<file path="src/rtl/uart_reg_sequencer.sv">
// Host-side sequencer for a 16550-style UART register block: runs the bring-up writes,
// then services a TX byte stream and an RX byte stream by polling LSR, with round-robin
// arbitration when both sides can proceed.
module uart_reg_sequencer #(
  parameter logic [15:0] DIVISOR  = 16'd27,
  parameter logic [7:0]  LCR_CFG  = 8'h03,
  parameter logic [7:0]  FCR_CFG  = 8'h07,
  parameter logic [7:0]  IER_CFG  = 8'h00,
  parameter int unsigned POLL_GAP = 4
) (
  input  logic       clk,
  input  logic       rst,
  input  logic       start,
  output logic       cfg_done,
  output logic       busy,
  input  logic       tx_valid,
  input  logic [7:0] tx_data,
  output logic       tx_ready,
  output logic       rx_valid,
  output logic [7:0] rx_data,
  input  logic       rx_ready,
  output logic [3:0] lsr_err,
  output logic       cs,
  output logic       wr,
  output logic       rd,
  output logic [2:0] addr,
  output logic [7:0] wdata,
  input  logic [7:0] rdata
);

  typedef enum logic [3:0] {
    StIdle, StWLcrd, StWDll, StWDlm, StWLcr, StWFcr, StWIer,
    StReady, StPoll, StTxWr, StRxRd, StWait
  } state_e;

  state_e     state_q, state_d;
  logic       rr_q;        // 0: TX wins the next tie, 1: RX wins
  logic [7:0] gap_cnt_q;
  logic       cfg_done_q;
  logic       rx_valid_q;
  logic [7:0] rx_data_q;
  logic [3:0] lsr_err_q;
  logic       tx_grant, rx_grant, start_acc;

  assign start_acc = start && (state_q == StIdle || state_q == StReady);

  // Next-state logic and POLL arbitration.
  always_comb begin
    state_d  = state_q;
    tx_grant = 1'b0;
    rx_grant = 1'b0;
    unique case (state_q)
      StIdle:  if (start) state_d = StWLcrd;
      StWLcrd: state_d = StWDll;
      StWDll:  state_d = StWDlm;
      StWDlm:  state_d = StWLcr;
      StWLcr:  state_d = StWFcr;
      StWFcr:  state_d = StWIer;
      StWIer:  state_d = StReady;
      StReady: begin
        if (start)                       state_d = StWLcrd;
        else if (tx_valid || !rx_valid_q) state_d = StPoll;
      end
      StPoll: begin
        // rdata[5] = THRE, rdata[0] = DR
        if ((tx_valid && rdata[5]) && (!rx_valid_q && rdata[0])) begin
          tx_grant = !rr_q;
          rx_grant = rr_q;
        end else begin
          tx_grant = tx_valid && rdata[5];
          rx_grant = !rx_valid_q && rdata[0];
        end
        if (tx_grant)      state_d = StTxWr;
        else if (rx_grant) state_d = StRxRd;
        else               state_d = StWait;
      end
      StTxWr:  state_d = StReady;
      StRxRd:  state_d = StReady;
      StWait:  if (gap_cnt_q <= 8'd1) state_d = StReady;
      default: state_d = StIdle;
    endcase
  end

  // Moore decode of the register bus strobes from the state register.
  always_comb begin
    cs    = 1'b0;
    wr    = 1'b0;
    rd    = 1'b0;
    addr  = 3'd0;
    wdata = 8'h00;
    unique case (state_q)
      StWLcrd: begin cs = 1'b1; wr = 1'b1; addr = 3'd3; wdata = LCR_CFG | 8'h80;   end
      StWDll:  begin cs = 1'b1; wr = 1'b1; addr = 3'd0; wdata = DIVISOR[7:0];      end
      StWDlm:  begin cs = 1'b1; wr = 1'b1; addr = 3'd1; wdata = DIVISOR[15:8];     end
      StWLcr:  begin cs = 1'b1; wr = 1'b1; addr = 3'd3; wdata = LCR_CFG & 8'h7F;   end
      StWFcr:  begin cs = 1'b1; wr = 1'b1; addr = 3'd2; wdata = FCR_CFG;           end
      StWIer:  begin cs = 1'b1; wr = 1'b1; addr = 3'd1; wdata = IER_CFG;           end
      StTxWr:  begin cs = 1'b1; wr = 1'b1; addr = 3'd0; wdata = tx_data;           end
      StPoll:  begin cs = 1'b1; rd = 1'b1; addr = 3'd5;                            end
      StRxRd:  begin cs = 1'b1; rd = 1'b1; addr = 3'd0;                            end
      default: ;
    endcase
  end

  // State register, arbitration pointer and poll-gap counter.
  always_ff @(posedge clk or posedge rst) begin
    if (rst) begin
      state_q   <= StIdle;
      rr_q      <= 1'b0;
      gap_cnt_q <= 8'd0;
    end else begin
      state_q <= state_d;
      if (tx_grant)      rr_q <= 1'b1;
      else if (rx_grant) rr_q <= 1'b0;
      if (state_q == StPoll)      gap_cnt_q <= 8'(POLL_GAP);
      else if (state_q == StWait) gap_cnt_q <= gap_cnt_q - 8'd1;
    end
  end

  // Registered status: cfg_done lags the state by one cycle; RX holding register; sticky errors.
  always_ff @(posedge clk or posedge rst) begin
    if (rst) begin
      cfg_done_q <= 1'b0;
      rx_valid_q <= 1'b0;
      rx_data_q  <= 8'h00;
      lsr_err_q  <= 4'h0;
    end else begin
      cfg_done_q <= (state_q == StReady) || (state_q == StPoll) || (state_q == StTxWr) ||
                    (state_q == StRxRd) || (state_q == StWait);
      if (state_q == StRxRd) begin
        rx_valid_q <= 1'b1;
        rx_data_q  <= rdata;
      end else if (rx_valid_q && rx_ready) begin
        rx_valid_q <= 1'b0;
      end
      if (start_acc)              lsr_err_q <= 4'h0;
      else if (state_q == StPoll) lsr_err_q <= lsr_err_q | rdata[4:1];
    end
  end

  assign cfg_done = cfg_done_q;
  assign busy     = (state_q != StIdle) && (state_q != StReady);
  assign tx_ready = (state_q == StTxWr);
  assign rx_valid = rx_valid_q;
  assign rx_data  = rx_data_q;
  assign lsr_err  = lsr_err_q;

endmodule

</file>
<file path="config.mk">
export PLATFORM = sky130hd
export DESIGN_NAME = uart_reg_sequencer
export DESIGN_NICKNAME = d
export VERILOG_FILES = /design/src/rtl/uart_reg_sequencer.sv
export SDC_FILE = /design/constraint.sdc
export NUM_CORES = 1
export LEC_CHECK = 0
export BUFFER_PORTS_ARGS = -buffer_cell sky130_fd_sc_hd__clkbuf_2
export CAP_MARGIN = 5
export CORE_MARGIN = 5
export CORE_UTILIZATION = 50
export CTS_CLUSTER_DIAMETER = 50
export DETAILED_ROUTE_END_ITERATION = 10
export PLACE_DENSITY = 0.77
export SLEW_MARGIN = 20
export SYNTH_ARGS = -nofsm -noshare
export SYNTH_HDL_FRONTEND = slang
export SYNTH_SLANG_ARGS = --single-unit
</file>
<file path="constraint.sdc">
create_clock -name clk -period 2 [get_ports clk]
set_clock_uncertainty 0.15 [all_clocks]
set_input_delay 0.2 -clock clk [delete_from_list [all_inputs] [get_ports clk]]
set_output_delay 0.2 -clock clk [all_outputs]
set_load 0.03 [all_outputs]
</file>
==> results.md, run 1 <==
- Run status: finished with violations
- Violations in the final reports: negative setup slack
- Net count after synthesis: about 190
- Cell count after synthesis: roughly 160
- All-Layer GR Usage: roughly a fifth
- Port buffer count: 50
- Area grow syn2layout: 35.4%
- Total power per unit cell area: around 1600 nW/um2
- Sequential-to-total area share from yosys stat: 44.4%
- Hold Path End: state_q[0]$_DFFE_PP0P_
- P_int: 1690 uW
- DRC violation count after routing: 0
- Top cell type by total area after synthesis: sky130_fd_sc_hd__dfrtp_1
- Final max-slew violation count: 0
- R2R Path Start: state_q[2]$_DFFE_PP0P_
- Ranking of synthesized cells by area: sky130_fd_sc_hd__dfrtp_1 (44%), sky130_fd_sc_hd__mux2_2 (5.9%), sky130_fd_sc_hd__a21oi_1 (3.9%)
- Num Clock Sinks: 27
- Worst-case reg-to-reg path depth: 7
- Crit path max fanout: 9
- Half-perimeter wire length after placement: roughly 2900 um
- Core outline area: roughly 3000 um2
- Max stage delay on crit path: approximately 0.51 ns
- Starting DRT DRC Count: 75
- DR WL/cell: between 15 and 20 um
- CTS tree: built
- Largest delay contributor family on the critical path: flip-flops
- Kind of path behind the tightest hold check: in2reg
- Synthesized area per cell: 9.33 um2
- Endpoint type of the worst setup path: output pin
- Net switching power: 1710 uW
- Layout Nets: 255
- Worst Hold Slack: ~0.024 ns
- RSZ-0062 raised after global routing: true
- Sequential Power Share: between 20% and 30%
- Antenna violation net count after detailed routing: 0
- Total Die Area: 4250 um2
- Number of top-level design ports: 51
- Async set-or-reset flop fraction in the synthesized netlist: between 90% and 100%
- Shortest clock period the worst path allows after layout: a little over 2 ns
- Vias per cell: a little under 6
- First-pass GRT wire length: a little under 7000 um
- Chip width: 65.2 um
- DRT Pass-1 Iters: 4
- Placer congestion estimate: 0.821
- Worst Setup Start Kind: register
- Worst-case headroom to the max-slew limit: 78.1%
- DR vias: around 1500
- Achievable Freq: 493 MHz
- Share of post-route cells with drive strength above 1: 39.8%
- Die Height: ~65 um
- Maximum number of pins on one net before global-route repair: 28
- Final WS setup: -0.0271 ns
- Number of H-tree levels: 1
- Clock power frac: 7.3%
- Cell at the root of the clock tree: sky130_fd_sc_hd__clkbuf_4
- Hold wc startpoint: start
- Clk Latency, worst-skew pair: approximately 0.34 ns
- Share of the core filled with cells: just under 70%
- Met2 usage in global routing: a little over a third
- Synth warnings: 0
- Startpoint-to-endpoint class of the critical path: reg2out
- Portion of the clock cycle consumed by the worst path in the final layout: 101%
- Combinational power share: a little under two thirds
- Number of antenna violations at the first check in global routing: 0
- Hold Path Stages: 3
- Clock buffers created by TritonCTS: 3
- Row Count: 20
- Clock-pin slew on the worst setup and hold paths: approximately 0.15 ns
- Worst Max-Slew Pin Slew: 0.326 ns
- Effective utilization at floorplan: between 50 and 60%
- Placed cell count: roughly 240
- Slowest cell on the critical path: sky130_fd_sc_hd__dfrtp_2
- Most used flip-flop cell after synthesis: sky130_fd_sc_hd__dfrtp_1
- Fin. Hold Viols: 0
- Post-synth design cell area: 1520 um2
- Number of flops mapped to enable cells by yosys: 0
- Final WL: ~4300 um
- Count of final setup violators: 1
- Seq cells post-synth: 27
- Data arrival, critical path: approximately 1.7 ns
- Via count of the first global-routing pass: 1513
- Number of buffers on the longest clock path: 2
- Area share of the leading cell type in the synthesized netlist: 44.4%
- Leakage: roughly 0.0010 uW
- Fin cells: roughly 260
- Count of buffering cells on the critical path with inverters included: 2
- Total power draw: 3400 uW
- Fraction of met3 tracks used by global routing: 3.59%
- Destination of the worst register-to-register timing path: lsr_err[2]$_DFFE_PP0P_
- Commonest cells in the synthesized netlist: sky130_fd_sc_hd__dfrtp_1 (27), sky130_fd_sc_hd__nor2_1 (15), sky130_fd_sc_hd__nand2_1 (13)
- Most utilized layer in the global route result: met2
- Count of maximum capacitance violations: 0
- Grt ovf: 0
- Most used standard cell by instance count after synthesis: sky130_fd_sc_hd__dfrtp_1
- Peak supply drop: approximately 830 uV
- Met1 demand-to-capacity share in global routing: 24.9%
- Cell-by-cell listing of the critical path: nor2_1 > nand2_1 > inv_1 > clkbuf_2
- Required arrival time at the worst endpoint: 1.65 ns
- Unique cell type count in the Yosys netlist: 42
- Worst reg2reg setup slack: 0.16 ns
- Inserted Diodes: 0
- Sw Ratio: 50.4%
flip-flops by register name, summed over array words and instances, names as in the netlist:
signal     count
rx_valid       1
rx_data        8
lsr_err        4
state_q        4
gap_cnt_q      8
cfg_done       1
rr_q           1
worst reg2reg max path, stage by stage, from the launching register on:
cell                      delay (ns)
sky130_fd_sc_hd__dfrtp_1        0.44
sky130_fd_sc_hd__buf_6          0.16
sky130_fd_sc_hd__or3_1          0.34
sky130_fd_sc_hd__a21o_1         0.20
sky130_fd_sc_hd__buf_4          0.13
sky130_fd_sc_hd__buf_4          0.13
sky130_fd_sc_hd__nor2_4         0.13
sky130_fd_sc_hd__nor2_1         0.08
through the flow:
step | TNS [ns] | cell area, um2 | worst slack [ns]
floorplan | 0 | 1520 | 0.178
global placement | 0 | 1800 | 0.300
detailed placement | 0 | 1800 | 0.204
CTS | 0 | 1990 | 0.00812
global route | -0.278 | 2060 | -0.0755
finish | -0.0271 | 2060 | -0.0271
worst max path at each step:
stage | start | endpoint | slack, ns | cells past startpoint
final | state_q[1]$_DFFE_PP0P_ | addr[2] | -0.03 | 4
after detailed placement | state_q[0]$_DFFE_PP0P_ | rx_data[3]$_DFFE_PP0P_ | 0.20 | 3
after CTS | state_q[3]$_DFFE_PP0P_ | cs | 0.008 | 5
after global placement | state_q[0]$_DFFE_PP0P_ | rx_data[7]$_DFFE_PP0P_ | 0.30 | 3
after global routing | state_q[1]$_DFFE_PP0P_ | addr[2] | -0.08 | 4
after floorplan | state_q[2]$_DFFE_PP0P_ | addr[0] | 0.18 | 4
power by group through the flow:
stage	Combinational [uW]	Clock, uW	Sequential, uW
2_1_floorplan	1250	0	1110
3_3_place_gp	1760	0	984
3_5_place_dp	1800	0	1010
4_1_cts	1990	249	976
5_1_grt	2310	270	1030
6_report	2160	247	994
layout make-up:
class | count | area (um2)
Clock buffer | 3 | 22.5
Timing Repair Buffer | 73 | 498
Sequential cell | 27 | 679
Tap cell | 33 | 41.3
Multi-Input combinational cell | 117 | 776
Clock inverter | 1 | 5.00
Fill cell | 236 | 918
Inverter | 10 | 37.5
kinds of logic (layout without fill, tap and decap cells):
kind of cell,count (synthesis),in the layout,synth area share [%]
mux,11,11,7.90
simple gates,60,60,22.0
fa+ha+maj,2,2,1.64
xor+xnor,1,1,0.576
buf+inv,19,87,6.09
compound gates,43,43,17.4
flops,27,27,44.4
layer usage:
metal | wire, um | share of wire, %
met1 | 1790 | 41
met2 | 2140 | 49
met3 | 329 | 7.6
met4 | 66 | 1.5
met5 | 0 | 0
layout by cell type, fill, tap and decap left out, types with 3 or more instances in the layout:
cell type and n:
sky130_fd_sc_hd__dlygate4sd3_1 10, sky130_fd_sc_hd__inv_1 10, sky130_fd_sc_hd__a31oi_1 3, sky130_fd_sc_hd__clkbuf_4 4, sky130_fd_sc_hd__nor3_1 4, sky130_fd_sc_hd__dfrtp_1 24, sky130_fd_sc_hd__clkbuf_2 42, sky130_fd_sc_hd__mux2_2 8
sky130_fd_sc_hd__dfrtp_2 3, sky130_fd_sc_hd__buf_4 14, sky130_fd_sc_hd__nand2_1 13, sky130_fd_sc_hd__a21oi_1 11, sky130_fd_sc_hd__o21ai_0 11, sky130_fd_sc_hd__mux2i_1 3, sky130_fd_sc_hd__nor2_1 14, sky130_fd_sc_hd__o22ai_1 3
sky130_fd_sc_hd__nand3_1 5, sky130_fd_sc_hd__nand2b_1 3
repair_timing:
item	4_1_cts	5_1_grt
hold buffers	10	0
hold endpoints to repair	40	0
endpoints found under the setup margin	11	9
gates resized for setup	10	17
pin swaps	1	1
buffers inserted	5	2
gates cloned	0	1
(Power assumes the default switching activity.)
==> inputs of run 2 (changes only) <==
- BUFFER_PORTS_ARGS: -buffer_cell sky130_fd_sc_hd__clkbuf_2 -> -buffer_cell sky130_fd_sc_hd__buf_2
==> run 2 against run 1 <==
The flow still finishes with violations (negative setup slack). Cell count grew 1.5%. Fmax rose by 0.47%. Wire length decreased by 1.0%. Largest cell class unchanged. Setup slack better by 0.0095 ns. Sequential power is essentially flat.
==> results.md, run 2 (synthesized netlist as in run 1, its figures left out) <==
- Inserted Diodes: 0 (unchanged)
- Crit path max fanout: 8 (-1)
- RSZ-0062 raised after global routing: true
- Clock buffers created by TritonCTS: 3 (unchanged)
- Via count of the first global-routing pass: 1446 (-4.4%)
- Total power per unit cell area: 1650 nW/um2 (-0.19%)
- Cell at the root of the clock tree: sky130_fd_sc_hd__clkbuf_4
- Worst-case reg-to-reg path depth: 6 (-1)
- First-pass GRT wire length: 6680 um (-2.3%)
- Data arrival, critical path: 1.67 ns (about the same)
- Commonest non-fill, non-tap cell in the layout: sky130_fd_sc_hd__buf_2
- Row Count: 20 (unchanged)
- Area occupied by multi-input gates: 777 um2 (+0.16%)
- Endpoint type of the worst setup path: output pin
- Antenna violation net count after detailed routing: 0 (unchanged)
- Maximum number of pins on one net before global-route repair: 28 (unchanged)
- All-Layer GR Usage: 20.1% (-0.10 points)
- Layout Nets: 259 (+1.6%)
- Shortest clock period the worst path allows after layout: 2.02 ns (-0.00951 ns)
- Hold Path End: state_q[0]$_DFFE_PP0P_
- Num Clock Sinks: 27 (unchanged)
- Achievable Freq: 496 MHz (+0.47%)
- Leakage: 0.00104 uW (+1.7%)
- Combinational power share: 63.5% (about the same)
- Half-perimeter wire length after placement: 2870 um (-0.19%)
- Worst Setup Start Kind: register
- Sequential Power Share: 29.7% (+0.4 points)
- Area grow syn2layout: 35.4% (about the same)
- Worst reg2reg setup slack: 0.25 ns (+0.09 ns)
- Sw Ratio: 50.3% (-0.081 points)
- Portion of the clock cycle consumed by the worst path in the final layout: 101% (-0.48 points)
- Violations in the final reports: negative setup slack
- CTS tree: built
- Final instance area: 2060 um2 (about the same)
- Core outline area: 2980 um2 (unchanged)
- Startpoint-to-endpoint class of the critical path: reg2out
- Chip width: 65.2 um (unchanged)
- Placer congestion estimate: 0.906 (+10%)
- Count of maximum capacitance violations: 0 (unchanged)
- Share of post-route cells with drive strength above 1: 41.7% (+1.9 points)
- Placement Setup Slack: 0.196 ns (-0.00800 ns)
- Hold wc startpoint: start
- Worst-case headroom to the max-slew limit: 76.9% (-1.2 points)
- Number of buffers on the longest clock path: 2 (unchanged)
- Final WL: 4290 um (-1.0%)
- Total power draw: 3390 uW (-0.13%)
- Met2 usage in global routing: 35.4% (+0.51 points)
- DRC violation count after routing: 0 (unchanged)
- Clock power frac: 6.8% (-0.5 points)
- DR vias: 1543 (+0.26%)
- Kind of path behind the tightest hold check: in2reg
- Peak supply drop: 738 uV (-11%)
- Cell area reported after detailed placement: 1800 um2 (unchanged)
- Grt ovf: 0 (unchanged)
- Number of H-tree levels: 1 (unchanged)
- DR WL/cell: 16.0 um (-2.5%)
- Count of final setup violators: 1 (unchanged)
- Clk Latency, worst-skew pair: 0.32 ns (-0.02 ns)
- Most utilized layer in the global route result: met2
- Starting DRT DRC Count: 86 (+15%)
- Worst Max-Slew Pin Slew: 0.347 ns (+0.0207 ns)
- Number of top-level design ports: 51 (unchanged)
- Final WS setup: -0.0176 ns (+0.00951 ns)
- Leading cell types in the layout, fill and taps excluded: sky130_fd_sc_hd__buf_2 (45), sky130_fd_sc_hd__dfrtp_1 (23), sky130_fd_sc_hd__buf_4 (20)
- Destination of the worst register-to-register timing path: gap_cnt_q[7]$_DFFE_PP0P_
- Fin. Hold Viols: 0 (unchanged)
- Met1 demand-to-capacity share in global routing: 24.4% (-0.41 points)
- Effective utilization at floorplan: 51.1% (unchanged)
- Run status: finished with violations
- Die Height: 65.2 um (unchanged)
- Area of all sequential standard cells: 681 um2 (+0.18%)
- Required arrival time at the worst endpoint: 1.65 ns (about the same)
- Final max-slew violation count: 0 (unchanged)
- Port buffer count: 50 (unchanged)
- Clock-pin slew on the worst setup and hold paths: 0.14 ns (about the same)
- R2R Path Start: state_q[3]$_DFFE_PP0P_
- DRT Pass-1 Iters: 4 (unchanged)
- Hold Path Stages: 3 (unchanged)
- Filler cell count in the final layout: 231 (-2.1%)
- Vias per cell: 5.76 (-1.2%)
- Fraction of met3 tracks used by global routing: 3.25% (-0.34 points)
- Total Die Area: 4250 um2 (unchanged)
- Net switching power: 1710 uW (-0.29%)
- Number of antenna violations at the first check in global routing: 0 (unchanged)
- P_int: 1690 uW (about the same)
## run 2: cell types whose count changed in the layout (fill, tap and decap cells not counted), sizes merged
cell	previous run	this run
buf	18	67
clkinv	1	0
clkbuf	48	4
## run 2: how the worst max path moves through the flow
stage / startpoint / endpoint / slack (ns)
detailed placement: state_q[3]$_DFFE_PP0P_ / wdata[1] / 0.20
global placement: state_q[3]$_DFFE_PP0P_ / addr[0] / 0.24
finish: state_q[2]$_DFFE_PP0P_ / wdata[1] / -0.02
CTS: state_q[3]$_DFFE_PP0P_ / wdata[1] / 0.002
floorplan: state_q[2]$_DFFE_PP0P_ / addr[0] / 0.18
global route: state_q[3]$_DFFE_PP0P_ / wdata[1] / -0.06
## run 2: per-layer routing
metal  vias to the layer above  routed length (um)
met2                        69                2170
met5                         -                   0
met1                       751                1760
met4                         0                  38
met3                         4                 326
li1                        719                   -
## run 2: final cells by class
cell class	instances	share of cell area, %
Multi-Input combinational cell	117	37.7
Sequential cell	27	33.0
Timing Repair Buffer	77	24.2
Tap cell	33	2.00
Inverter	10	1.82
Clock buffer	4	1.28
## run 2: metrics by stage
step           utilization, %  cells  hold WS (ns)  TNS (ns)
2_1_floorplan               -    163         0.103         0
3_3_place_gp             60.3    242         0.113         0
3_5_place_dp             60.3    242         0.145         0
4_1_cts                  67.1    264        0.0391         0
5_1_grt                  69.2    268        0.0438    -0.190
6_report                 69.2    268        0.0721   -0.0176
## run 2: critical path, cell delays in order (launching register included)
cell and delay, ns:
sky130_fd_sc_hd__dfrtp_2 0.47, sky130_fd_sc_hd__buf_4 0.18, sky130_fd_sc_hd__or2_2 0.30, sky130_fd_sc_hd__o22ai_1 0.20, sky130_fd_sc_hd__buf_4 0.20
## run 2: power by group through the flow
stage                     registers, uW  clock network (uW)  logic [uW]
after floorplan                    1110                   0        1250
after CTS                           986                 239        1980
final                              1010                 230        2150
after detailed placement           1040                   0        1760
after global routing               1040                 265        2290
after global placement             1020                   0        1710
## run 2: what timing repair did
| action | in CTS | in global routing |
|---|---|---|
| pin swaps | 1 | 1 |
| gates resized for setup | 7 | 17 |
| hold endpoints to repair | 39 | 0 |
| buffers inserted | 8 | 4 |
| setup endpoints to repair | 10 | 9 |
| hold buffers | 10 | 0 |
| cloned | 0 | 0 |
